[src/rtl/qracc_pkg.sv]
// qracc_pkg: types and constants shared across the QR accelerator control blocks.
//   sram_seq_state_t : phase encoding of the SRAM control sequencer
//   sram_timing_t    : precharge / wordline / sense phase lengths in clocks
//   to_sram_t        : one SRAM word request as carried toward the sequencer
package qracc_pkg;

  typedef enum logic [2:0] {
    IDLE,
    PRECH,
    WLON,
    SENSE,
    RDOUT
  } sram_seq_state_t;

  typedef struct packed {
    logic [7:0] pch_cycles;
    logic [7:0] wl_cycles;
    logic [7:0] sa_cycles;
  } sram_timing_t;

  localparam sram_timing_t SRAM_TIMING_DEFAULT = '{
    pch_cycles: 8'd1,
    wl_cycles:  8'd2,
    sa_cycles:  8'd1
  };

  localparam int SRAM_ROWS   = 128;
  localparam int SRAM_COLS   = 32;
  localparam int SRAM_ADDR_W = $clog2(SRAM_ROWS);

  typedef struct packed {
    logic                   valid;
    logic                   wr;
    logic [SRAM_ADDR_W-1:0] addr;
    logic [SRAM_COLS-1:0]   wr_data;
    logic [SRAM_COLS-1:0]   wr_mask;
  } to_sram_t;

  function automatic int max3(input int a, input int b, input int c);
    int m;
    m = (a > b) ? a : b;
    return (m > c) ? m : c;
  endfunction

endpackage

[src/rtl/qracc_row_decoder.sv]
// qracc_row_decoder: registered one-hot row decode.
//   clk, rst : clock, asynchronous active-high reset
//   en       : drive a row on the next cycle
//   addr     : row address (may exceed num_rows-1)
//   rows     : registered one-hot row selects, all zero when disabled or out of range
module qracc_row_decoder #(
  parameter int num_rows = 128,
  parameter int addr_w   = $clog2(num_rows)
) (
  input  logic                clk,
  input  logic                rst,
  input  logic                en,
  input  logic [addr_w-1:0]   addr,
  output logic [num_rows-1:0] rows
);

  localparam logic [addr_w:0] row_limit = (addr_w + 1)'(num_rows);

  logic in_range;

  // Extra top bit so the limit itself is representable when num_rows is a power of two.
  assign in_range = ({1'b0, addr} < row_limit);

  always_ff @(posedge clk or posedge rst) begin
    if (rst) begin
      rows <= '0;
    end else begin
      rows <= '0;
      if (en && in_range) begin
        rows[addr] <= 1'b1;
      end
    end
  end

endmodule

[src/rtl/qracc_sram_seq.sv]
// qracc_sram_seq: turns ready/valid SRAM word requests into the analog macro's
// precharge / wordline / write-drive / sense-amp control sequence.
//   clk, rst                       : clock, asynchronous active-high reset
//   rq_valid_i, rq_ready_o         : request handshake
//   rq_wr_i, addr_i                : write/read select, row address
//   wr_data_i, wr_mask_i           : write word and per-column write enable
//   rd_valid_o, rd_data_o          : one-cycle read completion pulse and held read word
//   busy_o                         : sequence in progress
//   wl_o, pch_o, write_o           : wordlines, bitline precharge, write drivers enable
//   wr_data_o, csel_o, saen_o      : write driver data, column select, sense-amp enable
//   sa_out_i                       : sense-amp outputs from the array
module qracc_sram_seq
  import qracc_pkg::*;
#(
  parameter int numRows   = 128,
  parameter int numCols   = 32,
  parameter int pchCycles = int'(SRAM_TIMING_DEFAULT.pch_cycles),
  parameter int wlCycles  = int'(SRAM_TIMING_DEFAULT.wl_cycles),
  parameter int saCycles  = int'(SRAM_TIMING_DEFAULT.sa_cycles)
) (
  input  logic                       clk,
  input  logic                       rst,
  input  logic                       rq_valid_i,
  output logic                       rq_ready_o,
  input  logic                       rq_wr_i,
  input  logic [$clog2(numRows)-1:0] addr_i,
  input  logic [numCols-1:0]         wr_data_i,
  input  logic [numCols-1:0]         wr_mask_i,
  output logic                       rd_valid_o,
  output logic [numCols-1:0]         rd_data_o,
  output logic                       busy_o,
  output logic [numRows-1:0]         wl_o,
  output logic                       pch_o,
  output logic                       write_o,
  output logic [numCols-1:0]         wr_data_o,
  output logic [numCols-1:0]         csel_o,
  output logic                       saen_o,
  input  logic [numCols-1:0]         sa_out_i
);

  localparam int addr_w     = $clog2(numRows);
  localparam int max_cycles = max3(pchCycles, wlCycles, saCycles);
  localparam int cnt_w      = $clog2(max_cycles) + 1;

  localparam logic [cnt_w-1:0] pch_last = cnt_w'(pchCycles - 1);
  localparam logic [cnt_w-1:0] wl_last  = cnt_w'(wlCycles - 1);
  localparam logic [cnt_w-1:0] sa_last  = cnt_w'(saCycles - 1);
  localparam logic [addr_w:0]  row_limit = (addr_w + 1)'(numRows);

  if (pchCycles < 1 || wlCycles < 1 || saCycles < 1 || numCols < 1) begin : g_param_check
    $fatal(1, "qracc_sram_seq: phase cycle counts and numCols must all be >= 1");
  end

  sram_seq_state_t     state;
  logic [cnt_w-1:0]    cnt;
  logic                req_wr;
  logic [addr_w-1:0]   req_addr;
  logic [numCols-1:0]  req_data;
  logic [numCols-1:0]  req_mask;
  logic                req_in_range;
  logic                accept;
  logic                phase_last;
  logic                wl_next;

  assign accept = rq_valid_i && rq_ready_o;

  always_comb begin
    phase_last = 1'b0;
    case (state)
      PRECH:   phase_last = (cnt == pch_last);
      WLON:    phase_last = (cnt == wl_last);
      SENSE:   phase_last = (cnt == sa_last);
      default: phase_last = 1'b0;
    endcase
  end

  // The decoder is registered, so it is told one cycle ahead whether a wordline
  // is wanted: it rises on the edge that ends precharge and stays up through
  // sensing, falling on the edge that ends the last wordline/sense cycle.
  always_comb begin
    wl_next = 1'b0;
    case (state)
      PRECH:   wl_next = phase_last;
      WLON:    wl_next = !(phase_last && req_wr);
      SENSE:   wl_next = !phase_last;
      default: wl_next = 1'b0;
    endcase
  end

  qracc_row_decoder #(
    .num_rows (numRows),
    .addr_w   (addr_w)
  ) u_row_decoder (
    .clk  (clk),
    .rst  (rst),
    .en   (wl_next),
    .addr (req_addr),
    .rows (wl_o)
  );

  // Writes also pass through RDOUT (without a read pulse) so that every
  // sequence ends with a full all-controls-low cycle before ready returns.
  always_ff @(posedge clk or posedge rst) begin
    if (rst) begin
      state        <= IDLE;
      cnt          <= '0;
      req_wr       <= 1'b0;
      req_addr     <= '0;
      req_data     <= '0;
      req_mask     <= '0;
      req_in_range <= 1'b0;
      rq_ready_o   <= 1'b0;
      busy_o       <= 1'b0;
      rd_valid_o   <= 1'b0;
      rd_data_o    <= '0;
      pch_o        <= 1'b0;
      write_o      <= 1'b0;
      wr_data_o    <= '0;
      csel_o       <= '0;
      saen_o       <= 1'b0;
    end else begin
      rd_valid_o <= 1'b0;
      cnt        <= cnt + cnt_w'(1);
      case (state)
        IDLE: begin
          cnt <= '0;
          if (accept) begin
            state        <= PRECH;
            req_wr       <= rq_wr_i;
            req_addr     <= addr_i;
            req_data     <= wr_data_i;
            req_mask     <= wr_mask_i;
            req_in_range <= ({1'b0, addr_i} < row_limit);
            rq_ready_o   <= 1'b0;
            busy_o       <= 1'b1;
            pch_o        <= 1'b1;
          end else begin
            rq_ready_o <= 1'b1;
          end
        end
        PRECH: begin
          if (phase_last) begin
            state     <= WLON;
            cnt       <= '0;
            pch_o     <= 1'b0;
            write_o   <= req_wr;
            wr_data_o <= req_wr ? req_data : '0;
            csel_o    <= req_wr ? req_mask : '1;
          end
        end
        WLON: begin
          if (phase_last) begin
            cnt       <= '0;
            write_o   <= 1'b0;
            wr_data_o <= '0;
            if (req_wr) begin
              state  <= RDOUT;
              csel_o <= '0;
            end else begin
              state  <= SENSE;
              saen_o <= 1'b1;
            end
          end
        end
        SENSE: begin
          if (phase_last) begin
            state     <= RDOUT;
            cnt       <= '0;
            saen_o    <= 1'b0;
            csel_o    <= '0;
            rd_data_o <= req_in_range ? sa_out_i : '0;
          end
        end
        RDOUT: begin
          state      <= IDLE;
          cnt        <= '0;
          busy_o     <= 1'b0;
          rq_ready_o <= 1'b1;
          rd_valid_o <= !req_wr;
        end
        default: begin
          state <= IDLE;
          cnt   <= '0;
        end
      endcase
    end
  end

endmodule
[config.mk]
export PLATFORM = sky130hd
export DESIGN_NAME = qracc_sram_seq
export DESIGN_NICKNAME = d
export VERILOG_FILES = /design/src/rtl/qracc_pkg.sv /design/src/rtl/qracc_row_decoder.sv /design/src/rtl/qracc_sram_seq.sv
export SDC_FILE = /design/constraint.sdc
export NUM_CORES = 1
export LEC_CHECK = 0
export ABC_CLOCK_PERIOD_IN_PS = 11800
export BUFFER_PORTS_ARGS = -buffer_cell sky130_fd_sc_hd__buf_2
export CORE_AREA = 3 3 187 189
export CTS_CLUSTER_SIZE = 16
export DETAILED_ROUTE_END_ITERATION = 12
export DIE_AREA = 0 0 190 192
export PLACE_DENSITY_LB_ADDON = 0.05
export SETUP_SLACK_MARGIN = 0.2
export SYNTH_ARGS = -nofsm -noshare
export SYNTH_HDL_FRONTEND = slang
export SYNTH_SLANG_ARGS = --single-unit
[constraint.sdc]
create_clock -name clk -period 11.8 [get_ports clk]
set_clock_uncertainty 0.2 [all_clocks]
set_input_delay 1.77 -clock clk [delete_from_list [all_inputs] [get_ports clk]]
set_output_delay 1.77 -clock clk [all_outputs]
set_load 0.01 [all_outputs]
# After elaboration in Yosys (flattened, before gate mapping)
# Cells that the tools add are included.
# W data, S select, Z words.
[word_totals]
input_bits = 107
reg_bits = 308
elab_cells = 89
output_inout_bits = 230
[op_classes]
n_eq_ne = 11
n_lt_le_gt_ge = 2
reduce_logical = 23
mux = 35
addsub = 1
[ops]
columns = ["operator", "count"]
rows = [
  ["$mux W32", 8],
  ["$mux W128", 1],
  ["$pmux W32 S3", 1],
  ["$pmux W32 S2", 1],
  ["$mux W3", 5],
  ["$ne A2 B2 Y1 const B", 6],
  ["$pmux W1 S2", 6],
  ["$pmux W3 S4", 1],
  ["$lt A7 B8 Y1 const B", 1],
  ["$mux W1", 8],
  ["$reduce_and A4 Y1", 2],
  ["$reduce_bool A2 Y1", 4],
  ["$demux W1 S7", 1],
  ["$ge A7 B1 Y1 const B", 1],
  ["$eq A3 B2 Y1 const B", 2],
  ["$reduce_and A2 Y1", 3],
  ["$reduce_and A3 Y1", 2],
  ["$reduce_and A5 Y1", 1],
  ["$mux W2", 2],
  ["$eq A3 B1 Y1 const B", 1],
  ["$eq A3 B3 Y1 const B", 1],
  ["$logic_and A1 B1 Y1", 3],
  ["$logic_not A1 Y1", 3],
  ["$logic_not A3 Y1", 1],
  ["7 further kinds", 7],
]

# Logic depth before layout (Yosys ltp)
# Gate-level depths: netlist of run 1.
[logic_depth]
depth_word = 7
ltp_mapped = 7
depth_no_buf = 5

# Cells and area by module
# From an unflattened synthesis of run 1, not the netlist that was laid out.
[hier_totals]
hier_cells = 845
area_unflattened_um2 = 11144.4
[modules_own_cells]
columns = ["module", "area_each_um2", "instances", "cells_each", "seq_area_each_um2"]
rows = [
  ["qracc_sram_seq", 6927.9, 1, 527, 4504.3],
  ["qracc_row_decoder", 4216.5, 1, 318, 3203.1],
]

# Worst setup path after synthesis of run 1
# Ideal clock, no wire load.
[synth_timing]
path_type = "input to register"
start = "input rq_valid_i"
end = "register req_data[0]"
stages = 5
setup_ns = 0.128
n_path_buf = 2
arrival_time_ns = 2.732
path_slack_ns = 8.740
required_time_ns = 11.472
path_cell_list = "nand3b_1 nor3_2 buf_4 buf_4 mux2_1"
[synth_via]
elab_chain_cells = 2
[synth_lines]
columns = ["element", "line_no", "rtl"]
rows = [
  ["from (decl)", "qracc_sram_seq.sv:23", "input logic rq_valid_i,"],
  ["$logic_and A1 B1 Y1", "qracc_sram_seq.sv:65", "assign accept = rq_valid_i && rq_ready_o;"],
  ["$reduce_and A2 Y1 (no source line)", "n/a", ""],
  ["to (signal assigned)", "qracc_sram_seq.sv:131", "req_data <= wr_data_i;"],
  ["to (decl)", "qracc_sram_seq.sv:58", "logic [numCols-1:0] req_data;"],
]
# No other way between the ends.
# A chain may end at the register's enable or synchronous reset.

# Final worst setup path of run 1
[layout_timing]
start = "input rq_valid_i"
end = "register req_addr[2]"
[layout_via]
elab_chain_cells = 2
[layout_lines]
columns = ["element", "line_no", "rtl"]
rows = [
  ["$logic_and A1 B1 Y1", "qracc_sram_seq.sv:65", ""],
  ["$reduce_and A2 Y1 (no source line)", "n/a", ""],
  ["to (signal assigned)", "qracc_sram_seq.sv:130", "req_addr <= addr_i;"],
  ["to (decl)", "qracc_sram_seq.sv:57", "logic [addr_w-1:0] req_addr;"],
]
# No other way between the ends.

==> results of run 1 <==
-- registers in the layout, indices dropped and copies added, names as in the netlist --
register	count
req_data	32
rd_data_o	32
req_mask	32
u_row_decoder.rows	128
state	3
req_in_range	1
rd_valid_o	1
busy_o	1
req_wr	1
pch_o	1
saen_o	1
req_addr	7
cnt	2
wr_data_o	32
rq_ready_o	1
csel_o	32
write_o	1
-- final cells by class --
type | count | area share
inverter | 10 | 0.00302
multi-input combinational | 460 | 0.244
tap | 448 | 0.0375
sequential | 308 | 0.516
antenna | 1 | 0.000168
clock inverter | 6 | 0.00536
timing repair buffer | 350 | 0.120
clock buffer | 57 | 0.0731
-- through the flow --
step	cells	setup slack, ns
floorplan	859	1.31
global placement	1576	7.53
detailed placement	1576	7.48
CTS	1639	8.02
global route	1639	7.96
finish	1640	8.09
-- worst min-delay path: stages (launching register included) --
cell and delay, ns:
dfrtp_1 0.33, nand2_1 0.04, o21ai_0 0.06
-- routing by layer --
| layer | track usage | vias up |
|---|---|---|
| li1 | - | 3778 |
| met3 | 0.0520 | 61 |
| met2 | 0.276 | 272 |
| met4 | 0.0515 | 12 |
| met1 | 0.238 | 3984 |
| met5 | 0 | - |
-- cells in the mapped netlist, types with 4 or more instances --
cell and count:
nand3_1 9, nor2_1 40, buf_6 5, inv_1 7, mux2_1 36, nand2_1 76
dfrtp_1 308, clkbuf_1 42, nand3b_1 4, a2111oi_2 46, buf_2 22, a2111oi_1 24
buf_1 7, nor3_1 47, a22o_1 32, buf_4 5, o21ai_0 33, a21o_1 6
mux2_2 36, a2111oi_0 12, o2bb2ai_1 32, nor2b_1 4
-- where the power goes --
part	switching (W)	total, W	internal [W]	leakage (nW)
sequential	0.000195	0.00155	0.00135	4.00
clock	0.000420	0.00110	0.000675	0.578
combinational	0.000878	0.00134	0.000459	2.66
total	0.00149	0.00398	0.00249	7.24
-- worst min-delay path by stage --
stage                   from            end  slack [ns]  depth (start not counted)
2_1_floorplan         cnt[0]         cnt[0]        0.24                          1
3_3_place_gp   rd_data_o[22]  rd_data_o[22]        0.26                          2
3_5_place_dp          busy_o         busy_o        0.26                          1
4_1_cts               cnt[0]         cnt[0]        0.27                          1
5_1_grt        rd_data_o[21]  rd_data_o[21]        0.30                          2
6_report        rd_data_o[4]   rd_data_o[4]        0.27                          2
-- logic make-up after synthesis --
group,Yosys count,synth area share
buffers and inverters,91,0.0363
and+or+nand+nor,191,0.0730
adders and majority gates,2,0.00214
DFF,308,0.658
AOI/OAI and AO/OA,195,0.161
muxes,72,0.0692
==> metrics.md, run 1 <==
| Metric | Value |
|---|---|
| Vias per std cell | `4.94` |
| Hold Buf Count CTS | `0` |
| Worst-path cell chain | `buf_2, nand3b_1, nor3_4, buf_4, mux2_2` |
| Synth Cell Area | `11,700 µm²` |
| Crit path depth | `5` |
| Critical path's top delay family | `buffers and inverters` |
| Post-CTS setup buffers | `0` |
| Post-synth EDFFs | `0` |
| Layout cells sized above 1 | `0.419` |
| Die width | `190 µm` |
| Endpoints failing setup | `0` |
| Post-Route WL | `32.8 mm` |
| Sequential Area | `7710 µm²` |
| Rows | `67` |
| Layout Nets | `1,275` |
| Crit Path Class | `in2reg` |
| Mapped Cells | `859` |
| Ys async rst share | `1.00` |
| Reg2reg start | `state[0]` |
| WP data arrival | `3.89 ns` |
| CTS Sinks | `308` |
| Tot GR Track Use | `0.176` |
| Reg-to-reg endpoint | `req_addr[2]` |
| Total power | `0.00398 W` |
| Final setup TNS | `0 ns` |
| Critical path origin | `rq_valid_i` |
| Syn_nets | `968` |
| Slew margin rel. | `0.256` |
| Wl on met1 | `14.0 mm` |
| Run status | `completed` |
| Routed Antenna Nets | `0` |
| Peak supply drop | `179 µV` |
| Vias in the first global route | `8,388` |
| Clock tree buffer depth | `3` |
| Clock-pin transition on the worst setup and hold timing paths | `0.06 ns` |
| Multi-input gate area | `3650 µm²` |
| Initial antenna violation count | `6` |
| Resized Gates After CTS | `0` |
| Sequential share of the synthesized area | `0.658` |
| Met3 WL | `2.54 mm` |
| Fillers | `3,197` |
| Worst Hold Class | `reg2reg` |
| Avg Synthesized Cell Area | `13.6 µm²` |
| Worst Setup End Kind | `flip-flop` |
| DP Area | `13,800 µm²` |
| Hold Slack | `0.269 ns` |
| Critical path's slowest cell | `buf_4` |
| Critical Path RT | `11.99 ns` |
| Root Buffer | `clkbuf_16` |
| Drt first pass iters | `4` |
| Vias | `8,107` |
| Dominant synthesized flop cell | `dfrtp_1` |
| Die Ht | `192 µm` |
| Avg WL per Cell | `20.0 µm` |
| DP HPWL | `20.5 mm` |
| Worst reg-to-reg path cell count | `4` |
| Critical path buffers and inverters | `2` |
| IO buf count | `336` |
| Util after Layout | `0.446` |
| MaxCap Viol Count | `0` |
| RePlAce Congestion | `0.695` |
| RSZ-0062 raised after global routing | `false` |
| Largest net degree at the start of global routing | `158` |
| Grt ovf | `0` |
| PD cells | `267 nW/µm²` |
| Commonest cells after routing, fill and taps aside | `buf_2 (336), dfrtp_1 (307), nand2_1 (76)` |
| Warnings from Yosys | `0` |
| R2R Setup Slk | `8.75 ns` |
| Worst setup path endpoint | `req_addr[2]` |
| Clock H-tree levels | `2` |
| Critical Path Start Type | `input port` |
| Synth cell types | `44` |
| Max Slew Vio Count | `0` |
| Worst-Margin Slew | `1.12 ns` |
| Max Clock Freq | `0.270 GHz` |
| Syn-to-layout area delta | `27.5%` |
| I/O pin count | `337` |
| First-pass GRT wire length | `50.5 mm` |
| Hold Fails Final Rpt | `0` |
| Residual DRC | `0` |
| Synth area leader | `dfrtp_1` |
| CP max FO | `60` |
| Crit share post-route | `0.314` |
| FF+latch count, synth | `308` |
| CTS Buf Count | `36` |
| Starting Density | `0.350` |
| Worst path max stage delay | `0.74 ns` |
| Synth area leaders | `dfrtp_1 (66%), a2111oi_2 (5.9%), mux2_1 (3.5%)` |
| Post-synth top area share | `0.658` |
| Met2 wire length | `15.4 mm` |
| Commonest non-fill, non-tap cell in the layout | `buf_2` |
| Leakage | `7.24 nW` |
| Initial DRC count | `380` |
| CTS tree | `built` |
| Tmin final | `3.71 ns` |
| Core ar. | `33,400 µm²` |
| Area of the die | `36,500 µm²` |
| Later-pin clock latency in the skew report | `0.51 ns` |
| Top Layer Used | `met5` |
| Finished layout cell area | `14,900 µm²` |
(Power assumes the default switching activity.)
==> inputs of run 2 (changes only) <==
- ABC_CLOCK_PERIOD_IN_PS: 11800 -> 3700
- clock period: 11.8 -> 3.7 ns (I/O delays scaled with it)
==> run 2 against run 1 <==
Compared with the run above:
- total power rose to 3.2 times the previous value
- cell count grew 0.67%
- cell area increased by 1.3%
- via count increased by 1.6%
- highest routed layer unchanged
- core utilization increased by 0.58 points
- hold slack lost 0.22 ns
- routed wire length is 2.7% higher
- first-iteration DRC count increased by 13%
- register-to-register slack worse by 7.7 ns
- clock-buffer cell count is 1 lower
==> metrics.md, run 2 (synthesized netlist as in run 1, its figures left out) <==
| Metric | Value |
|---|---|
| RSZ-0062 raised after global routing | `false` |
| PD cells | `850 nW/µm²` |
| Worst Hold Class | `in2reg` |
| Run status | `completed` |
| Tot GR Track Use | `0.180` |
| Resized Gates After CTS | `0` |
| Util after Layout | `0.452` |
| Die width | `190 µm` |
| Fillers | `3,134` |
| Later-pin clock latency in the skew report | `0.51 ns` |
| Area of the die | `36,500 µm²` |
| Peak supply drop | `449 µV` |
| Initial DRC count | `430` |
| Final setup TNS | `0 ns` |
| Clock tree buffer depth | `3` |
| CP max FO | `24` |
| First-pass GRT wire length | `51.7 mm` |
| Core ar. | `33,400 µm²` |
| MaxCap Viol Count | `0` |
| Tmin final | `2.68 ns` |
| Routed Antenna Nets | `0` |
| Clock-pin transition on the worst setup and hold timing paths | `0.06 ns` |
| Root Buffer | `clkbuf_16` |
| Critical Path Start Type | `flip-flop` |
| Clock H-tree levels | `2` |
| DP HPWL | `21.8 mm` |
| Avg WL per Cell | `20.4 µm` |
| Critical Path RT | `3.86 ns` |
| Layout cells sized above 1 | `0.424` |
| Worst-path cell chain | `inv_1, ha_1, and2b_1, o21ai_4, buf_4, a2111oi_0` |
| Reg2reg start | `cnt[0]` |
| Grt ovf | `0` |
| Multi-input gate area | `3640 µm²` |
| WP data arrival | `2.84 ns` |
| Vias | `8,237` |
| Clock power share | `0.275` |
| Largest net degree at the start of global routing | `95` |
| Initial antenna violation count | `7` |
| Commonest non-fill, non-tap cell in the layout | `buf_2` |
| Rows | `67` |
| Psw | `0.00483 W` |
| CTS Buf Count | `38` |
| Flop pwr share | `0.382` |
| Comb power frac | `0.343` |
| Endpoints failing setup | `0` |
| Post-Route WL | `33.7 mm` |
| Residual DRC | `0` |
| Finished layout cell area | `15,100 µm²` |
| DP Area | `13,900 µm²` |
| Critical path origin | `cnt[0]` |
| Die Ht | `192 µm` |
| IO buf count | `336` |
| Vias in the first global route | `8,564` |
| Worst-Margin Slew | `1.10 ns` |
| CTS Sinks | `308` |
| Layout Nets | `1,287` |
| Sequential Area | `7710 µm²` |
| Min-delay src | `wr_mask_i[10]` |
| I/O pin count | `337` |
| Starting Density | `0.350` |
| Syn-to-layout area delta | `29.1%` |
| RePlAce Congestion | `0.752` |
| Max Slew Vio Count | `0` |
| Commonest cells after routing, fill and taps aside | `buf_2 (336), dfrtp_1 (307), nand2_1 (76)` |
| Slew margin rel. | `0.269` |
| Vias per std cell | `4.99` |
| Leakage | `7.33 nW` |
| Worst Setup End Kind | `flip-flop` |
| Crit Path Class | `reg2reg` |
| Drt first pass iters | `6` |
| Largest register FFs | `128` |
| Max Clock Freq | `0.373 GHz` |
| Crit share post-route | `0.724` |
| CTS tree | `built` |
| Critical path's slowest cell | `o21ai_4` |
| Sw Ratio | `0.376` |
| Worst path max stage delay | `0.70 ns` |
| Hold Fails Final Rpt | `0` |
| Internal power | `0.00803 W` |
| Hold Slack | `0.0512 ns` |
| Largest Register | `u_row_decoder.rows` |
==> run 2: path summary, 6_finish.rpt <==
| path | to | cells past startpoint | slack (ns) |
|---|---|---|---|
| max reg2reg | u_row_decoder.rows[23] | 6 | 1.02 |
| min | req_mask[10] | 2 | 0.05 |
| min reg2reg | cnt[0] | 1 | 0.27 |
| min in group asynchronous | req_mask[10] | 3 | 0.37 |
| max | u_row_decoder.rows[23] | 6 | 1.02 |
| max in group asynchronous | req_data[27] | 4 | 2.05 |
==> run 2: layout make-up <==
cell class,count,area share
inverters,10,0.00273
diodes,1,0.000165
multi-input cells,460,0.241
flip-flops and latches,308,0.510
clock inverters,8,0.00513
well taps,448,0.0371
repair buffers,360,0.131
clock buffers,56,0.0740
==> run 2: metal layers <==
| metal | up-vias | GRT usage | share of wire |
|---|---|---|---|
| met5 | - | 0 | 0.0023 |
| met1 | 4097 | 0.242 | 0.43 |
| met4 | 14 | 0.0461 | 0.023 |
| li1 | 3795 | - | - |
| met2 | 264 | 0.283 | 0.47 |
| met3 | 67 | 0.0575 | 0.081 |
==> run 2: worst max-delay path: cells and delay by family (launching register included) <==
| family | cells | cell delay (ns) |
|---|---|---|
| simple gates | 1 | 0.33 |
| flops | 1 | 0.39 |
| fa+ha+maj | 1 | 0.28 |
| buf+inv | 2 | 0.46 |
| compound gates | 2 | 0.84 |
==> run 2: repair_timing <==
action | 4_1_cts | 5_1_grt
hold endpoints to repair | 8 | 0
setup endpoints to repair | 0 | 0
setup buffers | 0 | 0
hold buffers | 1 | 0
==> run 2: power groups by stage <==
stage | Sequential [W] | Clock (W) | Combinational [W]
final | 0.00491 | 0.00354 | 0.00441
after global routing | 0.00505 | 0.00379 | 0.00487
after CTS | 0.00492 | 0.00365 | 0.00452
after detailed placement | 0.00496 | 0 | 0.00452
after global placement | 0.00496 | 0 | 0.00447
after floorplan | 0.00504 | 0 | 0.00282
==> run 2: through the flow <==
step	cells	setup slack, ns	power [W]
floorplan	859	-1.15	0.00785
global placement	1585	1.08	0.00943
detailed placement	1585	1.03	0.00948
CTS	1650	1.00	0.0131
global route	1650	0.829	0.0137
finish	1651	1.02	0.0129
==> inputs of run 3 (changes only) <==
- ABC_CLOCK_PERIOD_IN_PS: 3700 -> 2700
- clock period: 3.7 -> 2.7 ns (I/O delays scaled with it)
==> run 3 against run 2 <==
Compared with the run above:
- core utilization is 3.3 points higher
- sequential power up 36%
- cell area is 7.3% higher
- global-route usage is 0.45 points higher
- combinational power grew 43%
- highest routed layer unchanged
==> metrics.md, run 3 (synthesized netlist as in run 1, its figures left out) <==
| Metric | Value |
|---|---|
| Run status | `completed` |
| Leakage | `7.81 nW` |
| First-pass GRT wire length | `53.6 mm` |
| Clock H-tree levels | `2` |
| CTS Sinks | `308` |
| RePlAce Congestion | `0.732` |
| Max Slew Vio Count | `0` |
| PD cells | `1110 nW/µm²` |
| Clock-pin transition on the worst setup and hold timing paths | `0.06 ns` |
| Layout cells sized above 1 | `0.395` |
| Largest net degree at the start of global routing | `72` |
| Die Ht | `192 µm` |
| RSZ-0062 raised after global routing | `false` |
| Critical path's slowest cell | `a2111oi_1` |
| DP Area | `14,000 µm²` |
| Worst path max stage delay | `0.47 ns` |
| WP data arrival | `2.45 ns` |
| Die width | `190 µm` |
| Critical Path RT | `2.86 ns` |
| Total power | `0.0180 W` |
| Critical Path Start Type | `flip-flop` |
| Worst-path cell chain | `inv_1, ha_1, and2b_1, o21ai_4, buf_12, a2111oi_1` |
| Hold Buf Count CTS | `105` |
| DP HPWL | `21.7 mm` |
| Resized Gates After CTS | `0` |
| Vias in the first global route | `8,985` |
| Commonest non-fill, non-tap cell in the layout | `buf_2` |
| Endpoints failing setup | `0` |
| I/O pin count | `337` |
| Worst Setup End Kind | `flip-flop` |
| Largest Register | `u_row_decoder.rows` |
| Drt first pass iters | `4` |
| Later-pin clock latency in the skew report | `0.51 ns` |
| Area of the die | `36,500 µm²` |
| Hold Fails Final Rpt | `0` |
| Post-Route WL | `34.3 mm` |
| IO buf count | `336` |
| Worst Hold Class | `in2reg` |
| Slew margin rel. | `0.274` |
| Worst-Margin Slew | `1.09 ns` |
| Rows | `67` |
| Root Buffer | `clkbuf_16` |
| Post-CTS setup buffers | `0` |
| CTS Buf Count | `36` |
| Core ar. | `33,400 µm²` |
| Finished layout cell area | `16,200 µm²` |
| Initial DRC count | `429` |
| Crit Path Class | `reg2reg` |
| CP max FO | `45` |
| Residual DRC | `0` |
| Peak supply drop | `534 µV` |
| Layout Nets | `1,398` |
| Cell Count Post-Placement | `1,594` |
| Clock tree buffer depth | `3` |
| Syn-to-layout area delta | `38.6%` |
| Initial antenna violation count | `2` |
| Crit share post-route | `0.846` |
| Starting Density | `0.350` |
| Largest register FFs | `128` |
| Avg WL per Cell | `19.5 µm` |
| Tmin final | `2.28 ns` |
| Vias | `8,631` |
| Util after Layout | `0.485` |
| Grt ovf | `0` |
| Tot GR Track Use | `0.184` |
| Non-Filler Instances | `1,762` |
| CTS tree | `built` |
| Hold Slack | `0.184 ns` |
| Commonest cells after routing, fill and taps aside | `buf_2 (336), dfrtp_1 (307), dlygate4sd3_1 (105)` |
| Max Clock Freq | `0.438 GHz` |
| MaxCap Viol Count | `0` |
| Vias per std cell | `4.90` |
| Routed Antenna Nets | `0` |
run 3: cell count changes in the layout (fill, tap and decap cells not counted), moves of 2 or more:
cell and change:
buf_4 +10, dlygate4sd3_1 +104, clkbuf_16 -2, bufinv_16 +3
run 3: power breakdown:
group          switching, W  internal, W  total [W]
Clock               0.00187      0.00308    0.00496
Combinational       0.00403      0.00229    0.00632
Sequential         0.000762      0.00592    0.00668
Total               0.00666       0.0113     0.0180
run 3: final timing paths:
check	from	endpoint	slack [ns]	depth (start not counted)
setup reg to reg	cnt[0]	u_row_decoder.rows[57]	0.42	6
min in group asynchronous	rst	req_mask[4]	0.34	4
max in group asynchronous	rst	rd_data_o[1]	1.20	5
hold / removal	rq_valid_i	state[0]	0.18	4
setup / recovery	cnt[0]	u_row_decoder.rows[57]	0.42	6
hold reg to reg	rd_data_o[23]	rd_data_o[23]	0.27	2
run 3: layer usage:
layer,GRT usage,up-vias,share of wire
met5,0,-,0.00026
met4,0.0509,2,0.023
met3,0.0529,56,0.072
met2,0.292,258,0.47
met1,0.249,4306,0.44
li1,-,4009,-
run 3: layout make-up:
type,instances,area (µm²)
Clock buffer,52,1050
Fill cell,3075,17200
Clock inverter,10,156
Sequential cell,308,7710
Inverter,10,41.3
Antenna cell,1,2.50
Multi-Input combinational cell,460,3640
Timing Repair Buffer,473,3070
Tap cell,448,561
run 3: critical path, delay by kind of cell (launching register included):
| family | cells | cell delay [ns] |
|---|---|---|
| buf+inv | 2 | 0.26 |
| fa+ha+maj | 1 | 0.27 |
| compound gates | 2 | 0.59 |
| flops | 1 | 0.37 |
| simple gates | 1 | 0.43 |
run 3: metrics by stage:
stage	setup TNS (ns)	setup WS, ns
floorplan	-617.22	-2.00
global placement	0	0.499
detailed placement	0	0.427
CTS	0	0.411
global route	0	0.214
finish	0	0.416
